[src/rtl/quad_pkg.sv]
// Shared definitions for the quadrature step decoder.
//   INIT / TRACK       : FSM state encodings
//   FWD_NEXT / REV_NEXT: next phase pair in forward / reverse Gray order,
//                        indexed by the current pair {a,b}
//   cnt_width()        : width of the debounce stability counter
package quad_pkg;

  localparam logic [0:0] INIT  = 1'b0;
  localparam logic [0:0] TRACK = 1'b1;

  // Forward 00->01->11->10->00, reverse 00->10->11->01->00.
  // Entry [i] is the successor of pair i.
  localparam logic [3:0][1:0] FWD_NEXT = {2'b10, 2'b00, 2'b11, 2'b01};
  localparam logic [3:0][1:0] REV_NEXT = {2'b01, 2'b11, 2'b00, 2'b10};

  function automatic int cnt_width(input int deb);
    return (deb < 1) ? 1 : $clog2(deb + 1);
  endfunction

endpackage

[src/rtl/quad_input_filter.sv]
// Two-flop synchroniser plus 2-bit stability filter for the encoder phases.
//   clock, reset : system clock, async active-low reset
//   a_in, b_in   : raw encoder phases (asynchronous)
//   q            : filtered phase pair {a,b}
//   q_upd        : one-clock pulse, q changed on the previous edge
//   settled      : registered "s has been stable long enough"; the top uses
//                  it to leave INIT when the pair never changes from 00
module quad_input_filter
  import quad_pkg::*;
#(
  parameter int DEB_CYCLES = 4
) (
  input  logic       clock,
  input  logic       reset,
  input  logic       a_in,
  input  logic       b_in,
  output logic [1:0] q,
  output logic       q_upd,
  output logic       settled
);

  localparam int CW = cnt_width(DEB_CYCLES);
  localparam logic [CW-1:0] CNT_MAX = CW'(DEB_CYCLES - 1);

  logic [1:0]    sync1, s;
  logic [CW-1:0] cnt;
  logic          stable, ready;

  // Comparing the value about to enter s with s itself detects a change of s
  // one clock earlier than registering s again would, so acceptance lands
  // 2 + DEB_CYCLES clocks after the raw edge with no extra stage.
  assign stable = (sync1 == s);
  assign ready  = stable && (cnt == CNT_MAX);

  always_ff @(posedge clock or negedge reset) begin
    if (!reset) begin
      sync1   <= 2'b00;
      s       <= 2'b00;
      cnt     <= '0;
      q       <= 2'b00;
      q_upd   <= 1'b0;
      settled <= 1'b0;
    end else begin
      sync1   <= {a_in, b_in};
      s       <= sync1;
      q_upd   <= 1'b0;
      settled <= ready;
      if (!stable)            cnt <= '0;
      else if (cnt != CNT_MAX) cnt <= cnt + 1'b1;   // saturate, never wrap
      if (ready && (s != q)) begin
        q     <= s;
        q_upd <= 1'b1;
      end
    end
  end

endmodule

[src/rtl/quad_step_decoder.sv]
// Rotary-encoder quadrature decoder feeding the 2-bit up/down counter FSM.
//   clock, reset : system clock, async active-low reset
//   a_in, b_in   : raw encoder phases (asynchronous)
//   step         : one-clock pulse per accepted Gray-order edge
//   up           : direction of the last accepted edge (1 = forward), held
//   err          : one-clock pulse when both phases changed at once
//   err_count    : saturating illegal-edge count (only with QUAD_ERR_CNT_EN)
// Optional feature macro: QUAD_ERR_CNT_EN
module quad_step_decoder
  import quad_pkg::*;
#(
  parameter int DEB_CYCLES = 4,
  parameter int ERR_W      = 8
) (
  input  logic             clock,
  input  logic             reset,
  input  logic             a_in,
  input  logic             b_in,
  output logic             step,
  output logic             up,
`ifdef QUAD_ERR_CNT_EN
  output logic             err,
  output logic [ERR_W-1:0] err_count
`else
  output logic             err
`endif
);

  if (DEB_CYCLES < 1 || ERR_W < 1) begin : g_bad_param
    $error("quad_step_decoder: DEB_CYCLES and ERR_W must be >= 1");
  end

  logic [1:0] q, q_last;
  logic       q_upd, settled;
  logic [0:0] state;
  logic       is_fwd, is_rev, is_bad;

  quad_input_filter #(.DEB_CYCLES(DEB_CYCLES)) u_filt (
    .clock   (clock),
    .reset   (reset),
    .a_in    (a_in),
    .b_in    (b_in),
    .q       (q),
    .q_upd   (q_upd),
    .settled (settled)
  );

  // q_last still holds the pre-update pair while q_upd is high.
  assign is_fwd = (q == FWD_NEXT[q_last]);
  assign is_rev = (q == REV_NEXT[q_last]);
  assign is_bad = &(q ^ q_last);

  always_ff @(posedge clock or negedge reset) begin
    if (!reset) begin
      state  <= INIT;
      q_last <= 2'b00;
      step   <= 1'b0;
      up     <= 1'b0;
      err    <= 1'b0;
    end else begin
      step <= 1'b0;
      err  <= 1'b0;
      if (q_upd) q_last <= q;
      case (state)
        // First accepted pair is a position, not a movement: load silently.
        INIT: if (q_upd || settled) state <= TRACK;
        TRACK: if (q_upd) begin
          if (is_fwd) begin
            step <= 1'b1;
            up   <= 1'b1;
          end else if (is_rev) begin
            step <= 1'b1;
            up   <= 1'b0;
          end else if (is_bad) begin
            err  <= 1'b1;
          end
        end
        default: state <= INIT;
      endcase
    end
  end

`ifdef QUAD_ERR_CNT_EN
  always_ff @(posedge clock or negedge reset) begin
    if (!reset)                    err_count <= '0;
    else if (err && ~&err_count)   err_count <= err_count + 1'b1;
  end
`endif

endmodule

[config.mk]
export PLATFORM = sky130hd
export DESIGN_NAME = quad_step_decoder
export DESIGN_NICKNAME = d
export VERILOG_FILES = /design/src/rtl/quad_pkg.sv /design/src/rtl/quad_input_filter.sv /design/src/rtl/quad_step_decoder.sv
export SDC_FILE = /design/constraint.sdc
export NUM_CORES = 1
export LEC_CHECK = 0
export ABC_AREA = 1
export CAP_MARGIN = 20
export CORE_AREA = 2 2 44 46
export CTS_BUF_LIST = sky130_fd_sc_hd__clkbuf_8 sky130_fd_sc_hd__clkbuf_16
export DETAILED_ROUTE_END_ITERATION = 8
export DIE_AREA = 0 0 46 48
export PLACE_DENSITY_LB_ADDON = 0.3
export SETUP_SLACK_MARGIN = 0.2
export SLEW_MARGIN = 20
export SYNTH_ARGS = -nofsm -noshare
export SYNTH_HDL_FRONTEND = slang
export SYNTH_SLANG_ARGS = --single-unit
[constraint.sdc]
create_clock -name clock -period 1.4 [get_ports clock]
set_clock_uncertainty 0.05 [all_clocks]
set_input_delay 0.28 -clock clock [delete_from_list [all_inputs] [get_ports clock]]
set_output_delay 0.28 -clock clock [all_outputs]
set_load 0.05 [all_outputs]
After elaboration in Yosys (flattened, before gate mapping)
Cells that the tools add are included.

storage, ports and cells
  register bits = 17
  bits in latches = 0
  RAM bits = 0
  memory bits (read-only) = 0
  bits of input ports = 4
  output and inout port bits = 3
  logic and storage cells = 47
  memories = 0

operators by class
  add/sub/neg operators = 1
  $mul = 0
  div/mod/pow operators = 0
  order comparisons = 1
  equality and inequality tests = 7
  shift-type cells = 0
  mux-type cells = 20
  bitwise logic cells = 1
  reductions and logical operators = 6

operators with widths
  cell                                                 number
  2-to-1 mux 1 bit                                     14
  binary-select mux 2 bit (select 2 bit)               2
  == test 2 bit                                        3
  2-to-1 mux 3 bit                                     2
  2-to-1 mux 2 bit                                     2
  adder 3 x 1 -> 3 bit (second input constant)         1
  == test 3 x 2 -> 1 bit (second input constant)       1
  < comparator 2 x 3 -> 1 bit (second input constant)  1
  != test 3 x 2 -> 1 bit (second input constant)       1
  AND reduction 3 bit                                  1
  logical AND 1 bit                                    2
  != test 2 bit                                        1
  != test 2 bit (second input constant)                1
  AND reduction 2 bit                                  1
  nonzero test 2 bit                                   1
  XOR 2 bit                                            1
  logical OR 1 bit                                     1

Longest topological paths before layout
  depth after elaboration = 7
  mapped depth = 6
  depth with buffers taken out = 6

Hierarchy
Synthesis repeated with hierarchy kept, for this count alone.

unflattened totals
  cells, all modules = 76
  area, all modules = 723.2 µm²

by module, submodules not included
  module             times used  cells each  area each (µm²)
  quad_input_filter  1           43          455.4
  quad_step_decoder  1           33          267.8

Worst setup path before layout
Ideal clock, no wire load.

  kind = register -> register
  start = register u_filt.cnt[0]
  end = register u_filt.cnt[2]
  library setup time = 0.119 ns
  data arrival time = 1.075 ns
  data required time = 1.231 ns
  setup slack = 0.156 ns
  stages on the path, launching flop included = 6
  buffers on the path = 1
  path through = dfrtp_1 ha_1 ha_1 clkbuf_2 a21oi_1 nor2_1

between the ends
  word-level cells in the longest chain between the ends = 3
  elaborated cells on any way between the ends = 5
  classes of those cells = add/sub (1); eq/ne (2); mux (2)

RTL lines
  element                 line                     RTL
  start, declared         quad_input_filter.sv:26  logic [CW-1:0] cnt;
  start signal, assigned  quad_input_filter.sv:49  else if (cnt != CNT_MAX) cnt <= cnt + 1'b1;
  adder 3 x 1 -> 3 bit    quad_input_filter.sv:49
  2-to-1 mux 3 bit        quad_input_filter.sv:49
  2-to-1 mux 3 bit        quad_input_filter.sv:48  if (!stable) cnt <= '0;

Several ways; a longest one is shown, not always the timed one. The select of a mux whose other input is x is not followed.
A chain may end at the register's enable or synchronous reset.

Worst setup path after layout
  start = register u_filt.cnt[1]
  end = register u_filt.cnt[2]

Same word-level chain as after synthesis.

==> out/metrics.cfg <==
[routing]
drcViolationCount=0
ant_nets=0
avgViaCountPerCell=4.78
dr_total_vias=497
routed_wl_mm=1.08
drtIter0Drc=12
first_pass_iters=4
wl_per_cell_um=10.3

[sta]
finalSetupViolCount=0
timing.fmax_ghz=0.842
post-route-period-util_pct=84.9
hold_violations=0
hold_slack_ns=0.307
fin_setup_tns_ns=0
tightest_slew_ns=0.214
period_minus_slack_ns=1.19
rsz0062_at_grt=yes
slew_viol_final=0
max-slew-margin-rel_pct=85.7

[worst_setup_path]
critPathLaunchType=flip-flop
end_kind=flip-flop
cp.required_ns=1.49
path_max_fanout=2
path_class=reg2reg
worstPathArrival_ns=1.28

[clock_tree]
htree_levels=1
cts_buffer_depth=2
clock-sinks=17
clk_pin_slew_worst_paths_ns=0.06
cts_buffers=3
clkLatencyLatePin_ns=0.24
cts_root_buf=clkbuf_8
cts_tree=done
post_cts_buffers=0

[final_layout]
final_util_pct=53.7
nFillCells=155
antenna_cells=0
fin_cells=104
drive_gt1_share_pct=16.1
final-seq-area_um2=425
nNetsFinal=94
area_growth_syn_to_layout_pct=25.9
multi_input_area_um2=279
design_area_um2=907

[floorplanning]
die_w_um=46
start_util_pct=42.7
row_count=15
die_area_mm2=0.00221
ios=7
die_h_um=48
core_area_mm2=0.00169

[synth]
netlist_area_um2=721
yosysWarningCount=0
syn_avg_cell_area_um2=9.36
yosysMostFrequentCell=nand2_1
synth_compound_area_share_pct=4.17
synth_fp_nets=83
synth_top_family_by_area=simple AND/OR/NAND/NOR gates
synth-edff-count=0
ys_seq_area_share_pct=59.0
synth_cells=77
synthTopCellsByArea=dfrtp_1, nand2_1, inv_1, ha_1, nor2_1
yosys.area_share.adder_pct=3.47
ys_types=16
netlist.area_leader.share_pct=59.0
synth_common_cells=nand2_1, dfrtp_1, inv_1
synthMuxAreaShare_pct=0
synth-simple-area-share_pct=21.5
synth-main-ff-cell=dfrtp_1
yosysTopAreaCell=dfrtp_1
synth_seq_cells=17
ys_async_sr_fraction_pct=100
synth_xor_area_share_pct=5.90

[pwr]
p_leak_uw=0.000461
clkPwrFrac_pct=36.6
internal_power_uw=746
p_seq_share_pct=55.6
p_switching_uw=214
combPwrFrac_pct=7.8
p_per_area_mw_per_mm2=1060
ir_worst_vdd_uv=743
swShare_pct=22.3

[place]
routabilityCongestion=0.778
placed_cells=100
portBuffers=6
hpwl_um=794
placed_cell_area_um2=851

[outcome]
status=finished, final reports clean

[global_routing]
grt_pass1_wl_mm=1.74
grt_max_degree=18
track_usage_pct=12.0
antenna_found_initial=0
gr-total-overflow=0
grt_pass1_vias=433

[run]
max_cap_viol_count=0

[worst_hold_path]
hp-class=in2async

==> logic make-up after synthesis <==
logic type,Yosys count
simple gates,37
compound gates,6
flops,17
buf+inv,11
fa+ha+maj,2
xor+xnor,4
==> cell usage in the layout (no fill, tap or decap), types with 2 or more instances in the layout <==
master / instances
clkbuf_8: 3
nand4_1: 2
o21ai_0: 3
nand2_1: 25
dfrtp_1: 17
nor2_1: 5
xor2_1: 2
clkdlybuf4s50_1: 3
inv_1: 10
buf_12: 3
a21oi_1: 2
==> layer usage <==
metal,track usage (%),vias up,wire length (µm)
li1,-,259,-
met1,14.2,229,486
met2,18.6,7,533
met3,3.40,2,39
met4,8.57,0,15
met5,0,-,0
==> cell type report <==
| cell class | instances | area share, % |
|---|---|---|
| clock buffer | 3 | 4.55 |
| tap | 17 | 2.34 |
| inverter | 10 | 4.14 |
| clock inverter | 1 | 0.552 |
| sequential | 17 | 46.9 |
| timing repair buffer | 7 | 10.8 |
| multi-input combinational | 49 | 30.8 |
==> critical path, cell delays in order (launching register included) <==
cell	delay, ns
dfrtp_1	0.38
ha_2	0.20
ha_4	0.27
nor2_4	0.03
a21oi_2	0.09
nor2_1	0.05
==> worst paths after layout <==
path,startpoint,endpoint,slack [ns],cells past startpoint
worst max-delay path,u_filt.cnt[1]$_DFFE_PN0N_,u_filt.cnt[2]$_DFFE_PN0N_,0.21,5
max in group asynchronous,reset,u_filt.cnt[1]$_DFFE_PN0N_,0.81,2
worst min-delay path,reset,step$_DFF_PN0_,0.31,2
worst max register to register,u_filt.cnt[1]$_DFFE_PN0N_,u_filt.cnt[2]$_DFFE_PN0N_,0.21,5
worst min register to register,u_filt.sync1[0]$_DFF_PN0_,u_filt.s[0]$_DFF_PN0_,0.38,0
min in group clock,u_filt.sync1[0]$_DFF_PN0_,u_filt.s[0]$_DFF_PN0_,0.38,0
==> what timing repair did <==
| action | in CTS | in global routing |
|---|---|---|
| setup endpoints to repair | 5 | 5 |
| gates resized for setup | 1 | 0 |
| hold buffers | 0 | 0 |
| pin swaps | 0 | 1 |
==> flip-flops by register name, indices dropped and copies added, names as in the netlist <==
register / cells
up: 1
u_filt.q: 2
u_filt.s: 2
u_filt.settled: 1
u_filt.cnt: 3
state: 1
err: 1
step: 1
u_filt.sync1: 2
u_filt.q_upd: 1
q_last: 2
==> power by group through the flow <==
stage                     clock [µW]  sequential [µW]  combinational, µW
final                            352              534               74.8
after global routing             386              538               87.5
after CTS                        364              535               76.8
after detailed placement           0              544               75.3
after global placement             0              544               72.6
after floorplan                    0              539               48.3
==> per-stage QoR <==
step                      power, µW  setup slack, ns
after floorplan                 588            0.205
after detailed placement        619            0.151
after global placement          616            0.192
after global routing           1010            0.149
final                           961            0.212
after CTS                       976            0.209
Note: power is estimated with default switching activity, not from simulation.
